==> config.mk <==
export PLATFORM = sky130hd
export DESIGN_NAME = fetch_stage
export DESIGN_NICKNAME = d
export VERILOG_FILES = /design/src/rtl/cpu_pkg.sv /design/src/rtl/if_id_reg.sv /design/src/rtl/fetch_stage.sv
export SDC_FILE = /design/constraint.sdc
export NUM_CORES = 1
export LEC_CHECK = 0
export ABC_AREA = 1
export CORE_MARGIN = 3
export CORE_UTILIZATION = 51
export CTS_CLUSTER_SIZE = 25
export DETAILED_ROUTE_END_ITERATION = 7
export PLACE_DENSITY = 0.85
export SLEW_MARGIN = 20
export SYNTH_ARGS = -nofsm -noshare
export SYNTH_HDL_FRONTEND = slang
export SYNTH_SLANG_ARGS = --single-unit
export TNS_END_PERCENT = 50
==> constraint.sdc <==
create_clock -name CLK -period 2.35 [get_ports CLK]
set_input_delay 0.235 -clock CLK [delete_from_list [all_inputs] [get_ports CLK]]
set_output_delay 0.235 -clock CLK [all_outputs]
set_load 0.02 [all_outputs]
==> src/rtl/cpu_pkg.sv <==
// Shared pipeline definitions for the 5-stage MIPS core.
// Holds the next-PC select codes (also used by the hazard and control units),
// the fetch FSM state type, the default bubble word and the IF/ID payload type.
package cpu_pkg;

  // Next-PC select codes; 1xx is reserved and treated as sequential.
  localparam logic [2:0] PC_SRC_SEQ    = 3'b000;
  localparam logic [2:0] PC_SRC_BRANCH = 3'b001;
  localparam logic [2:0] PC_SRC_JUMP   = 3'b010;
  localparam logic [2:0] PC_SRC_JR     = 3'b011;

  // Word inserted into the pipeline as a bubble.
  localparam logic [31:0] DEFAULT_NOP_INSTR = 32'h0000_0000;

  typedef enum logic [1:0] {
    FETCH = 2'd0,  // request outstanding for PC_F
    HOLD  = 2'd1,  // fetched word parked in the skid buffer
    DROP  = 2'd2   // stale request outstanding, response will be discarded
  } fetch_state_t;

  typedef struct packed {
    logic        valid;
    logic [31:0] instr;
    logic [31:0] pc;
    logic [31:0] pcPlus4;
  } if_id_t;

  function automatic logic isRedirect(input logic [2:0] pcSrc);
    return (pcSrc == PC_SRC_BRANCH) || (pcSrc == PC_SRC_JUMP) || (pcSrc == PC_SRC_JR);
  endfunction

endpackage

==> src/rtl/if_id_reg.sv <==
// Generic pipeline register with flush > stall > load > bubble priority.
// Ports:
//   clk_i    clock, rising edge
//   rst_ni   synchronous active-low reset, loads ClearVal
//   stall_i  hold current contents
//   flush_i  load ClearVal (wins over stall)
//   load_i   capture data_i
//   data_i   next contents when loading
//   data_o   registered contents
// With neither stall nor load the register falls back to ClearVal (a bubble).
module if_id_reg #(
  parameter int unsigned      Width    = 97,
  parameter logic [Width-1:0] ClearVal = '0
) (
  input  logic             clk_i,
  input  logic             rst_ni,
  input  logic             stall_i,
  input  logic             flush_i,
  input  logic             load_i,
  input  logic [Width-1:0] data_i,
  output logic [Width-1:0] data_o
);

  logic [Width-1:0] data_q, data_d;

  always_comb begin
    data_d = ClearVal;
    if (flush_i) begin
      data_d = ClearVal;
    end else if (stall_i) begin
      data_d = data_q;
    end else if (load_i) begin
      data_d = data_i;
    end
  end

  always_ff @(posedge clk_i) begin
    if (!rst_ni) begin
      data_q <= ClearVal;
    end else begin
      data_q <= data_d;
    end
  end

  assign data_o = data_q;

endmodule

==> src/rtl/fetch_stage.sv <==
// Instruction-fetch stage: owns the PC, runs a req/ack handshake to a
// variable-latency instruction memory, parks a fetched word while the front
// end is stalled and discards in-flight fetches on a control-flow redirect.
// Ports:
//   CLK, RST_N                      clock, synchronous active-low reset
//   Stall_F, Stall_D, Flush_D       hazard-unit controls
//   PC_Src_S                        next-PC select (seq/branch/jump/jr)
//   Branch_Target, Jump_Target,
//   JR_Target                       redirect targets
//   IMem_Req, IMem_Addr             fetch request (held stable until ack)
//   IMem_Ack, IMem_Rdata            one-cycle response strobe and data
//   Instr_D, PC_D, PCPlus4_D,
//   Valid_D                         IF/ID register contents
//   Fetch_Wait                      stage waiting on memory
module fetch_stage
  import cpu_pkg::*;
#(
  parameter logic [31:0] RESET_PC  = 32'h0000_0000,
  parameter logic [31:0] NOP_INSTR = DEFAULT_NOP_INSTR
) (
  input  logic        CLK,
  input  logic        RST_N,
  input  logic        Stall_F,
  input  logic        Stall_D,
  input  logic        Flush_D,
  input  logic [2:0]  PC_Src_S,
  input  logic [31:0] Branch_Target,
  input  logic [31:0] Jump_Target,
  input  logic [31:0] JR_Target,
  output logic        IMem_Req,
  output logic [31:0] IMem_Addr,
  input  logic        IMem_Ack,
  input  logic [31:0] IMem_Rdata,
  output logic [31:0] Instr_D,
  output logic [31:0] PC_D,
  output logic [31:0] PCPlus4_D,
  output logic        Valid_D,
  output logic        Fetch_Wait
);

  localparam int unsigned IfIdWidth = $bits(if_id_t);

  fetch_state_t state_q, state_d;
  logic [31:0]  pcF_q, pcF_d;
  logic [31:0]  dropAddr_q, dropAddr_d;
  logic [31:0]  bufInstr_q, bufInstr_d;

  logic         redirect;
  logic [31:0]  target;
  logic [31:0]  pcPlus4F;
  logic         loadIfId;
  logic [31:0]  loadInstr;
  if_id_t       ifIdIn, ifIdOut;

  assign redirect = isRedirect(PC_Src_S);
  assign pcPlus4F = pcF_q + 32'd4;

  always_comb begin
    target = pcPlus4F;
    case (PC_Src_S)
      PC_SRC_BRANCH: target = Branch_Target;
      PC_SRC_JUMP:   target = Jump_Target;
      PC_SRC_JR:     target = JR_Target;
      default:       target = pcPlus4F;
    endcase
  end

  always_comb begin
    state_d    = state_q;
    pcF_d      = pcF_q;
    dropAddr_d = dropAddr_q;
    bufInstr_d = bufInstr_q;
    loadIfId   = 1'b0;
    loadInstr  = bufInstr_q;
    case (state_q)
      FETCH: begin
        if (redirect) begin
          // Redirect wins over Stall_F; an unanswered request must still be
          // seen through at its original address.
          pcF_d = target;
          if (!IMem_Ack) begin
            state_d    = DROP;
            dropAddr_d = pcF_q;
          end
        end else if (IMem_Ack) begin
          if (!Stall_F) begin
            loadIfId  = 1'b1;
            loadInstr = IMem_Rdata;
            pcF_d     = pcPlus4F;
          end else begin
            bufInstr_d = IMem_Rdata;
            state_d    = HOLD;
          end
        end
      end
      HOLD: begin
        if (redirect) begin
          pcF_d   = target;
          state_d = FETCH;
        end else if (!Stall_F) begin
          // PC_F still names the buffered word, so it goes out with it.
          loadIfId = 1'b1;
          pcF_d    = pcPlus4F;
          state_d  = FETCH;
        end
      end
      DROP: begin
        if (redirect) begin
          pcF_d = target;
        end
        if (IMem_Ack) begin
          state_d = FETCH;
        end
      end
      default: state_d = FETCH;
    endcase
  end

  always_ff @(posedge CLK) begin
    if (!RST_N) begin
      state_q    <= FETCH;
      pcF_q      <= RESET_PC;
      dropAddr_q <= RESET_PC;
      bufInstr_q <= NOP_INSTR;
    end else begin
      state_q    <= state_d;
      pcF_q      <= pcF_d;
      dropAddr_q <= dropAddr_d;
      bufInstr_q <= bufInstr_d;
    end
  end

  // Request is gated by reset so an in-flight fetch is abandoned immediately.
  assign IMem_Req   = RST_N && (state_q != HOLD);
  assign IMem_Addr  = (state_q == DROP) ? dropAddr_q : pcF_q;
  assign Fetch_Wait = ((state_q == FETCH) && !IMem_Ack) || (state_q == DROP);

  assign ifIdIn.valid   = 1'b1;
  assign ifIdIn.instr   = loadInstr;
  assign ifIdIn.pc      = pcF_q;
  assign ifIdIn.pcPlus4 = pcPlus4F;

  if_id_reg #(
    .Width   (IfIdWidth),
    .ClearVal({1'b0, NOP_INSTR, 64'h0})
  ) u_if_id (
    .clk_i  (CLK),
    .rst_ni (RST_N),
    .stall_i(Stall_D),
    .flush_i(Flush_D),
    .load_i (loadIfId),
    .data_i (ifIdIn),
    .data_o (ifIdOut)
  );

  assign Instr_D   = ifIdOut.instr;
  assign PC_D      = ifIdOut.pc;
  assign PCPlus4_D = ifIdOut.pcPlus4;
  assign Valid_D   = ifIdOut.valid;

endmodule

# [Word-level counts from Yosys, hierarchy flattened]
# Cells that the tools add are included.
[op_classes] addsub=1 mux=26 n_reduce_logical=13 eq_ne=12 n_bitwise=3
[op_table] op="two-way mux 32 bit" n=10
[op_table] op="one-hot mux 32 bit (3 select lines)" n=2
[op_table] op="two-way mux 97 bit" n=1
[op_table] op="adder 32 x 3 -> 32 bit, second input constant" n=1
[op_table] op="two-way mux 2 bit" n=7
[op_table] op="inequality test 3 bit, second input constant" n=4
[op_table] op="equality test 3 x 2 -> 1 bit, second input constant" n=2
[op_table] op="one-hot mux 2 bit (3 select lines)" n=1
[op_table] op="AND reduction 3 bit" n=2
[op_table] op="AND reduction 5 bit" n=1
[op_table] op="two-way mux 1 bit" n=4
[op_table] op="inequality test 2 bit, second input constant" n=2
[op_table] op="AND reduction 4 bit" n=1
[op_table] op="equality test 3 x 1 -> 1 bit, second input constant" n=1
[op_table] op="logical OR 1 bit" n=3
[op_table] op="inverter 1 bit" n=3
[op_table] op="nonzero test 3 bit" n=1
[op_table] op="equality test 2 x 1 -> 1 bit, second input constant" n=1
[op_table] op="equality test 2 bit, second input constant" n=1
[op_table] op="logical AND 1 bit" n=2
[op_table] op="logical NOT 2 bit" n=1
[op_table] op="inequality test 2 x 1 -> 1 bit, second input constant" n=1
[op_table] op="one-hot mux 1 bit (2 select lines)" n=1
[op_table] op="OR reduction 2 bit" n=1
[op_table] op="logical NOT 1 bit" n=1
[word_totals] out_inout_bits=131 inputBits=137 elab_cells=60 regBits=195

# [Longest topological paths before layout]
# Gate-level depths: netlist of the first run.
[depth] ltp_word=6 depth_mapped=12 depth_no_buf=12

# [By module]
# A second synthesis of the first run with hierarchy kept.
[hier_totals] hier_cells=1404 hier_area_um2=9810.7
[modules_own_cells] mod="fetch_stage" area_per_inst_um2=5948.2 seq_area_each_um2=1961.9 cells_per_inst=971 n_inst=1
[modules_own_cells] mod="if_id_reg" area_per_inst_um2=3862.5 seq_area_each_um2=1941.9 cells_per_inst=433 n_inst=1

# [Least setup slack after synthesis of the first run]
# Ideal clock, no wire load.
[synth_path] path_kind="register -> output" startpoint="register state_q[1]" endpoint="output port IMem_Addr[0]" path_stages_with_launch=6 path_buffers=1 path_slack_ps=749 t_required_ps=2115 arrival_time_ps=1366 path_cell_list="dfxtp_1 inv_1 nor2_1 buf_2 inv_1 o21ai_0"
[synth_via] elab_chain_cells=2
[synth_lines] element="from (decl)" line_no="fetch_stage.sv:43" text="fetch_state_t state_q, state_d;"
[synth_lines] element="from (signal assigned)" line_no="fetch_stage.sv:126" text="state_q <= state_d;"
[synth_lines] element="equality test 2 bit" line_no="fetch_stage.sv:135" text="assign IMem_Addr = (state_q == DROP) ? dropAddr_q : pcF_q;"
[synth_lines] element="two-way mux 32 bit" line_no="fetch_stage.sv:135"
[synth_lines] element="to (decl)" line_no="fetch_stage.sv:31" text="output logic [31:0] IMem_Addr,"
# No other way between the ends.

# [Worst setup path in the final report of the first run]
[layout_path] startpoint="register state_q[1]" endpoint="output port IMem_Addr[1]"
# The elaborated chain is that of the path after synthesis.

==> impl_metrics.ini, run 1 <==
[grt]
grt_max_degree = 91
grt_overflow = 0
grt_pass1_vias = 8998
antenna_found_initial = 0
grt_pass1_wl_um = 46420
grt_usage = 0.2903

[detailed_routing]
via_count = 9681
viasPerCell = 5.319
wirelength_um = 28930
drc_errors = 0
routedWlPerCell_um = 15.90
drt_iter0_drc = 916
postRouteAntennaNets = 0
first_pass_iters = 7

[cts]
clk_pin_slew_ns = 0.08
cts_max_level = 4
cts_root_buf = clkbuf_16
clock_latency_ns = 0.45
hold_buffers = 0
cts_tree = yes
cts_buffer_depth = 2
clkSinkCount = 193
cts_buffers = 17

[floorplanning]
coreArea_um2 = 17360
io_pins = 268
initial_core_util = 0.5225
fp.dieH_um = 139.4
dieArea_um2 = 19420
rows = 48
die_w_um = 139.4

[flow_run]
cap_violations = 0

[synthesis]
ys_types = 29
synth_cells = 1359
synth_area_per_cell_um2 = 6.673
synth_area_um2 = 9069
synth_top_flop_cell = dfxtp_1
synth-async-reset-ratio = 0
synth_fp_nets = 1497
ys_seq_area_frac = 0.4260
synth-seq-cells = 193
synth_edf_count = 0
yosysWarnings = 0

[setup_path]
reg2reg_setup_slack_ns = 0.42
crit_chain = inv_1 -> nor2_4 -> buf_12 -> inv_1 -> o21ai_0 -> clkdlybuf4s15_1
slowest_delay_ns = 0.37
crit_arrival_ns = 2.00
crit_family = buffers and inverters
worst_setup_path_end_kind = primary output
crit_required_ns = 2.12
cp-start-kind = flop
path_common_cell = inv_1
crit_fanout = 58
crit_type = flop to primary output
critPathSlowestCell = dfxtp_1
path_buf_inv = 4
startpoint = state_q[1]
r2r_start = state_q[0]

[sta]
finalSetupViolCount = 0
slew_headroom = 0.3939
slew_violations = 0
fmaxAchievable_ghz = 0.4470
hold_viol = 0
tns_ns = 0
finClkSkew_ns = 0.01407
rsz0062_at_grt = false
worst_slew_pin_slew_ns = 0.9079
period_minus_slack_ns = 2.237
period_share = 0.9520

[power_and_ir_drop]
leakage_nw = 4.810
swShare = 0.3032
p_sw_mw = 2.394
internal_power_mw = 5.501
seqPwrFrac = 0.451
clkPwrFrac = 0.373
irDropWorstVdd_mv = 0.5387
power_density_nw_per_um2 = 633.6
total_power_mw = 7.895
combPwrFrac = 0.177

[cells_and_area]
syn_to_final_growth_pct = 37.40
layout_common_cells = 473 x nand2_1, 233 x clkdlybuf4s50_1, 194 x a21oi_1, 193 x dfxtp_1, 105 x inv_1
finalNonFillerCells = 1820
post-route-util = 0.7179
mostFrequentLayoutCell = nand2_1
antenna_cells = 0
fin_nets = 1720
drive_gt1_frac = 0.05956

[status]
outcome = finished, final reports clean

[worst_hold_path]
min_path_type = input port to flop
min_from = RST_N

[placed_design]
placed_cells = 1788
io_buffers = 267
gp_congestion = 0.9453
dp_hpwl_um = 20670
==> power groups by stage <==
stage,Clock (mW),Sequential [mW],Combinational (mW)
6_report,2.94,3.56,1.39
5_1_grt,3.11,3.57,1.52
4_1_cts,2.97,3.55,1.38
3_5_place_dp,0,3.62,1.41
3_3_place_gp,0,3.62,1.40
2_1_floorplan,0,3.60,0.752
==> logic make-up after synthesis <==
group	after synthesis	share of synthesized area
AND/OR/NAND/NOR	611	0.2688
AO/OA/AOI/OAI	338	0.1978
buffers and inverters	201	0.09147
flip-flops	193	0.4260
XOR/XNOR	15	0.01449
adder cells (fa/ha/maj)	1	0.001379
==> registers in the layout (all words and copies together), names as in the netlist <==
| signal | cells |
|---|---|
| pcF_q | 32 |
| u_if_id.data_o | 95 |
| dropAddr_q | 32 |
| state_q | 2 |
| bufInstr_q | 32 |
==> synth_stat cells, types with 4 or more instances <==
| library cell | n | area share |
|---|---|---|
| nor2_2 | 8 | 0.0055 |
| nor2_4 | 4 | 0.0050 |
| xor2_1 | 15 | 0.014 |
| nand2_2 | 5 | 0.0034 |
| a21oi_1 | 194 | 0.11 |
| o211ai_1 | 33 | 0.027 |
| buf_4 | 9 | 0.0074 |
| nor2_1 | 69 | 0.029 |
| nand2_1 | 473 | 0.20 |
| inv_2 | 8 | 0.0033 |
| inv_1 | 105 | 0.043 |
| nand3_1 | 46 | 0.025 |
| clkbuf_1 | 46 | 0.019 |
| dfxtp_1 | 193 | 0.43 |
| o21ai_0 | 100 | 0.055 |
| buf_1 | 5 | 0.0021 |
| buf_2 | 27 | 0.015 |
==> path summary, 6_finish.rpt <==
kind / endpoint / cells past startpoint
worst min register to register: dropAddr_q[29] / 2
worst max-delay path: IMem_Addr[1] / 6
worst min-delay path: pcF_q[3] / 3
worst max register to register: bufInstr_q[11] / 6
==> per-layer routing <==
metal,vias to the layer above,GRT usage,wire [um]
met5,-,0,0
met4,0,0.08136,661
met3,41,0.06117,2742
met2,451,0.4567,13120
met1,4387,0.4057,12410
li1,4802,-,-
==> cell type report <==
type	instances	area, um2
repair buffers	292	2885
multi-input cells	965	4403
clock buffers	17	425.4
well taps	225	281.5
flip-flops and latches	193	3864
inverters	113	424.2
fillers	1468	4896
clock inverters	15	177.7
==> worst register-to-register path, stage by stage, from the launching register on <==
cell and delay, ns:
dfxtp_1 0.50, nor2_1 0.15, nand2_1 0.08, nor2_1 0.05, inv_2 0.64, o21ai_0 0.25, a21oi_1 0.18
==> through the flow <==
step                      setup WS [ns]  hold slack (ns)  cell area [um2]
final                            0.1129           0.1617            12460
after global routing           0.001427           0.1915            12460
after CTS                     0.0003837           0.1602            12470
after detailed placement       -0.04780           0.4374            11900
after global placement           0.1070           0.4317            11900
after floorplan                  0.7486           0.3959             9069
==> repair_timing <==
item	in CTS	in global routing
pin swaps	0	0
gates cloned	0	0
setup buffers	0	0
setup endpoints to repair	30	6
gates resized for setup	31	12
(Power assumes the default switching activity.)
==> run 2, diff against run 1 <==
--- a/config.mk
+++ b/config.mk
@@ -6,13 +6,16 @@
 export NUM_CORES = 1
 export LEC_CHECK = 0
 export ABC_AREA = 1
+export CELL_PAD_IN_SITES_DETAIL_PLACEMENT = 0
+export CELL_PAD_IN_SITES_GLOBAL_PLACEMENT = 1
 export CORE_MARGIN = 3
-export CORE_UTILIZATION = 51
+export CORE_UTILIZATION = 37
 export CTS_CLUSTER_SIZE = 25
 export DETAILED_ROUTE_END_ITERATION = 7
-export PLACE_DENSITY = 0.85
+export PLACE_DENSITY_LB_ADDON = 0.1
 export SLEW_MARGIN = 20
 export SYNTH_ARGS = -nofsm -noshare
 export SYNTH_HDL_FRONTEND = slang
+export SYNTH_HIERARCHICAL = 1
 export SYNTH_SLANG_ARGS = --single-unit
 export TNS_END_PERCENT = 50
==> run 2 against run 1 <==
  * Power rose by 5.4%
  * Via count rose by 0.72%
  * Clock skew fell by 0.0051 ns
  * Sequential power barely moved
  * Largest power group unchanged
  * Worst hold slack improved by 0.096 ns
==> impl_metrics.ini, run 2 <==
[status]
outcome = finished, final reports clean

[sta]
period_minus_slack_ns = 2.078
slew_violations = 0
rsz0062_at_grt = false
period_share = 0.8841
hold_viol = 0
finalSetupViolCount = 0
slew_headroom = 0.3608
finClkSkew_ns = 0.008986
fmaxAchievable_ghz = 0.4813
worst_slew_pin_slew_ns = 0.9588
tns_ns = 0

[setup_path]
crit_arrival_ns = 1.84
crit_chain = inv_1 -> nand2_2 -> buf_4 -> nand2_1 -> o21ai_0 -> dlygate4sd2_1
crit_type = flop to primary output
r2r_start = pcF_q[4]
crit_required_ns = 2.12
cp-start-kind = flop
crit_fanout = 24
path_buf_inv = 3
worst_setup_path_end_kind = primary output
crit_family = buffers and inverters
startpoint = state_q[0]
slowest_delay_ns = 0.41
critPathSlowestCell = dfxtp_2

[floorplanning]
io_pins = 268
die_w_um = 168.8
coreArea_um2 = 25620
rows = 58
initial_core_util = 0.3830
dieArea_um2 = 28510
fp.dieH_um = 168.8

[grt]
antenna_found_initial = 0
grt_pass1_vias = 9479
grt_usage = 0.2293
grt_overflow = 0
grt_pass1_wl_um = 52520
grt_max_degree = 91

[synthesis]
yosysTopAreaCellShare = 0.3979
ys_seq_area_frac = 0.3979
synth-seq-cells = 195
synth_most_common_cell = nand2_1
synth_edf_count = 0
synth_area_um2 = 9811
synth_cells = 1404
synth_common_cells = 389 x nand2_1, 195 x dfxtp_1, 151 x nor2_1, 135 x a21oi_1, 116 x nand3_1
ys_top_cells_by_area = dfxtp_1 40%, nand2_1 15%, a21oi_1 6.9%
synth_area_per_cell_um2 = 6.988
synth_fp_nets = 1542
yosysWarnings = 6
synth_top_flop_cell = dfxtp_1
ys_types = 37
synth-async-reset-ratio = 0
yosysTopAreaCell = dfxtp_1

[cells_and_area]
drive_gt1_frac = 0.1099
final_area_um2 = 13390
layout_common_cells = 386 x nand2_1, 233 x clkdlybuf4s50_1, 193 x dfxtp_1, 149 x nor2_1, 135 x a21oi_1
fin_nets = 1773
largest_reg_flops = 97
mostFrequentLayoutCell = nand2_1
syn_to_final_growth_pct = 36.50

[placed_design]
gp_congestion = 0.8318
dp_hpwl_um = 23900
io_buffers = 267
place_area_um2 = 12780

[detailed_routing]
routedWlPerCell_um = 16.78
drt_iter0_drc = 505
viasPerCell = 4.930
wirelength_um = 33200
drc_errors = 0
via_count = 9751
first_pass_iters = 5
postRouteAntennaNets = 0

[power_and_ir_drop]
leakage_nw = 4.968
combPwrFrac = 0.181
seqPwrFrac = 0.431
swShare = 0.3002
clkPwrFrac = 0.388
power_density_nw_per_um2 = 621.6
internal_power_mw = 5.825
total_power_mw = 8.324
p_sw_mw = 2.499
irDropWorstVdd_mv = 0.4039

[flow_run]
cap_violations = 0

[cts]
cts_max_level = 4
cts.repair.resized = 31
hold_buffers = 0
clkSinkCount = 195
cts_buffers = 17
cts_buffer_depth = 2
clk_pin_slew_ns = 0.07
cts_root_buf = clkbuf_16
clock_latency_ns = 0.43
cts_tree = yes
postCtsSetupRepairBufs = 0

[worst_hold_path]
min_from = RST_N
min_path_type = input port to flop
run 2: metal layers:
metal / vias up / part of all wire / GRT usage
met5: - / 0 / 0
li1: 5025 / - / -
met1: 4444 / 0.44 / 0.3008
met3: 22 / 0.065 / 0.05441
met4: 0 / 0.011 / 0.04838
met2: 260 / 0.48 / 0.3859
run 2: power by group through the flow:
stage,logic [mW],clock network [mW],registers [mW]
after floorplan,0.881,0,3.63
after global placement,1.55,0,3.66
after detailed placement,1.56,0,3.67
after CTS,1.52,3.29,3.59
after global routing,1.67,3.40,3.61
final,1.51,3.23,3.59
run 2: metrics by stage:
stage,hold slack [ns],worst slack (ns),utilization,std cells
after CTS,0.2409,0.003035,0.5225,1977
after detailed placement,0.4404,0.1937,0.4991,1946
after floorplan,0.4017,0.7964,-,1404
final,0.2579,0.2724,0.5228,1978
after global routing,0.2734,0.1425,0.5227,1977
after global placement,0.4335,0.2125,0.4991,1946
run 2: final cells by class:
| class | instances | area, um2 |
|---|---|---|
| diodes | 1 | 2.502 |
| clock buffers | 17 | 425.4 |
| clock inverters | 14 | 212.7 |
| fillers | 2570 | 12230 |
| inverters | 85 | 321.6 |
| multi-input cells | 1027 | 5054 |
| flip-flops and latches | 195 | 3906 |
| well taps | 330 | 412.9 |
| repair buffers | 309 | 3057 |
run 2: cells by family (layout without fill, tap and decap cells):
kind of cell,after synthesis,in the layout,share of synthesized area
flip-flops,195,195,0.3979
AND/OR/NAND/NOR,709,709,0.3109
buffers and inverters,182,425,0.08940
other,1,2,0.0003822
adder cells (fa/ha/maj),1,1,0.001275
AO/OA/AOI/OAI,274,274,0.1544
multiplexers,32,32,0.03673
XOR/XNOR,10,10,0.008927
run 2: worst paths after layout:
kind                        endpoint  slack [ns]  depth (start not counted)
setup reg to reg  u_if_id/data_o[12]        0.39                         10
hold / removal            state_q[0]        0.26                          3
setup / recovery       IMem_Addr[29]        0.27                          6
hold reg to reg       dropAddr_q[25]        0.45                          2
run 2: worst register-to-register path, delay by kind of cell (launching register included):
kind	cells	cell delay, ns
AND/OR/NAND/NOR	7	1.11
AO/OA/AOI/OAI	1	0.15
flip-flops	1	0.52
buffers and inverters	2	0.11
==> run 3, diff against run 2 <==
--- a/config.mk
+++ b/config.mk
@@ -9,9 +9,10 @@
 export CELL_PAD_IN_SITES_DETAIL_PLACEMENT = 0
 export CELL_PAD_IN_SITES_GLOBAL_PLACEMENT = 1
 export CORE_MARGIN = 3
-export CORE_UTILIZATION = 37
+export CORE_UTILIZATION = 48
 export CTS_CLUSTER_SIZE = 25
 export DETAILED_ROUTE_END_ITERATION = 7
+export DONT_BUFFER_PORTS = 1
 export PLACE_DENSITY_LB_ADDON = 0.1
 export SLEW_MARGIN = 20
 export SYNTH_ARGS = -nofsm -noshare
==> constraint.sdc (replaced) <==
create_clock -name CLK -period 2.35 [get_ports CLK]
set_input_delay 0.47 -clock CLK [delete_from_list [all_inputs] [get_ports CLK]]
set_output_delay 0.47 -clock CLK [all_outputs]
set_load 0.02 [all_outputs]
==> run 3 against run 2 <==
  * Clock skew up 0.0042 ns
  * Core utilization up 2.9 points
  * Routed wire length down 11%
  * Global-route usage up 3.7 points
  * Flip-flop and latch count unchanged
==> impl_metrics.ini, run 3 (synthesized netlist as in run 2, its figures left out) <==
[sta]
fmaxAchievable_ghz = 0.4684
slew_headroom = 0.5986
period_share = 0.9086
finClkSkew_ns = 0.01314
finalSetupViolCount = 0
rsz0062_at_grt = false
hold_viol = 0
period_minus_slack_ns = 2.135
worst_slew_pin_slew_ns = 0.6013
tns_ns = 0
slew_violations = 0

[cts]
clkSinkCount = 195
cts_root_buf = clkbuf_16
cts_tree = yes
cts_max_level = 4
cts_buffers = 17
hold_buffers = 0
clock_latency_ns = 0.44
clk_pin_slew_ns = 0.07
cts_buffer_depth = 2

[placed_design]
dp_hpwl_um = 20710
io_buffers = 0
gp_congestion = 0.8526

[setup_path]
slowest_delay_ns = 0.40
critPathSlowestCell = dfxtp_2
path_buf_inv = 3
crit_type = flop to primary output
r2r_start = pcF_q[8]
crit_required_ns = 1.88
crit_chain = inv_1 -> nand2_2 -> buf_6 -> nand2_1 -> o21ai_0 -> buf_4
startpoint = state_q[0]
crit_family = buffers and inverters
worst_setup_path_end_kind = primary output
crit_fanout = 40
cp-start-kind = flop
crit_arrival_ns = 1.67

[grt]
use_met2 = 0.4297
grt_usage = 0.2665
antenna_found_initial = 0
grt_max_degree = 99
grt_overflow = 0
grt_pass1_wl_um = 47300
grt_pass1_vias = 8572
gr-usage-met1 = 0.3510
use_met3 = 0.08204
top_usage_layer = met2

[detailed_routing]
routedWlPerCell_um = 17.70
first_pass_iters = 5
wirelength_um = 29640
drt_iter0_drc = 591
postRouteAntennaNets = 0
drc_errors = 0
viasPerCell = 5.370
via_count = 8994

[cells_and_area]
fin_nets = 1535
mostFrequentLayoutCell = nand2_1
largest_reg_flops = 97
syn_to_final_growth_pct = 11.30
post-route-util = 0.5520
antenna_cells = 0
layout_common_cells = 386 x nand2_1, 194 x dfxtp_1, 149 x nor2_1, 135 x a21oi_1, 116 x nand3_1
drive_gt1_frac = 0.1475

[flow_run]
cap_violations = 0

[floorplanning]
fp.dieH_um = 149.0
dieArea_um2 = 22190
io_pins = 268
initial_core_util = 0.4960
coreArea_um2 = 19780
rows = 51
die_w_um = 149.0

[status]
outcome = finished, final reports clean

[power_and_ir_drop]
power_density_nw_per_um2 = 736.5
leakage_nw = 4.023
irDropWorstVdd_mv = 0.5329

[worst_hold_path]
min_from = RST_N
min_path_type = input port to flop
## run 3: cell types whose count changed in the layout (fill, tap and decap cells not counted), moves of 2 or more
cell | before | now
buf_4 | 34 | 62
clkinv_8 | 2 | 5
inv_8 | 5 | 3
dlygate4sd2_1 | 31 | 0
clkdlybuf4s50_1 | 233 | 0
## run 3: report_power, final
| group | switching [mW] | internal (mW) | leakage (nW) |
|---|---|---|---|
| Sequential | 0.141 | 3.45 | 1.59 |
| Combinational | 0.766 | 0.441 | 2.11 |
| Clock | 1.49 | 1.76 | 0.322 |
| Total | 2.40 | 5.65 | 4.02 |
## run 3: timing repair
action | in CTS | in global routing
gates resized for setup | 0 | 2
endpoints found under the hold margin | 0 | 0
setup buffers | 0 | 0
endpoints found under the setup margin | 0 | 21
## run 3: metrics by stage
| stage | hold slack, ns | std cells | power, mW | setup WS, ns | cell area [um2] |
|---|---|---|---|---|---|
| 2_1_floorplan | 0.4245 | 1404 | 4.509 | 0.5434 | 9811 |
| 3_3_place_gp | 0.4311 | 1643 | 4.857 | 0.4140 | 10250 |
| 3_5_place_dp | 0.4356 | 1643 | 4.867 | 0.3544 | 10250 |
| 4_1_cts | 0.1515 | 1675 | 8.094 | 0.001396 | 10910 |
| 5_1_grt | 0.1527 | 1675 | 8.415 | 0.09735 | 10920 |
| 6_report | 0.1702 | 1675 | 8.042 | 0.2149 | 10920 |
## run 3: final cells by class
type                       count  area, um2
tap                          265      331.6
inverter                      85      321.6
timing repair buffer          71      636.9
sequential                   195       3905
clock inverter                15      240.2
clock buffer                  17      425.4
fill                        2002       8862
multi-input combinational   1027       5059
## run 3: worst paths after layout
kind | end | slack, ns | depth (start not counted)
worst max-delay path | IMem_Addr[1] | 0.21 | 6
worst min register to register | dropAddr_q[11] | 0.45 | 2
worst min-delay path | pcF_q[30] | 0.17 | 2
worst max register to register | u_if_id/data_o[11] | 0.54 | 8
## run 3: routing by layer
metal | wire length, um | share of wire | vias to the layer above
li1 | - | - | 4546
met1 | 12900 | 0.44 | 4149
met2 | 13840 | 0.47 | 267
met3 | 2444 | 0.082 | 32
met4 | 456 | 0.015 | 0
met5 | 0 | 0 | -
## run 3: worst reg2reg max path, cell delays in order, from the launching register on
cell     delay, ns
dfxtp_1       0.46
nand2_1       0.12
nor2_1        0.24
nand2_2       0.17
inv_1         0.17
nand4_1       0.12
and2_1        0.16
nand3_1       0.16
a21oi_1       0.09
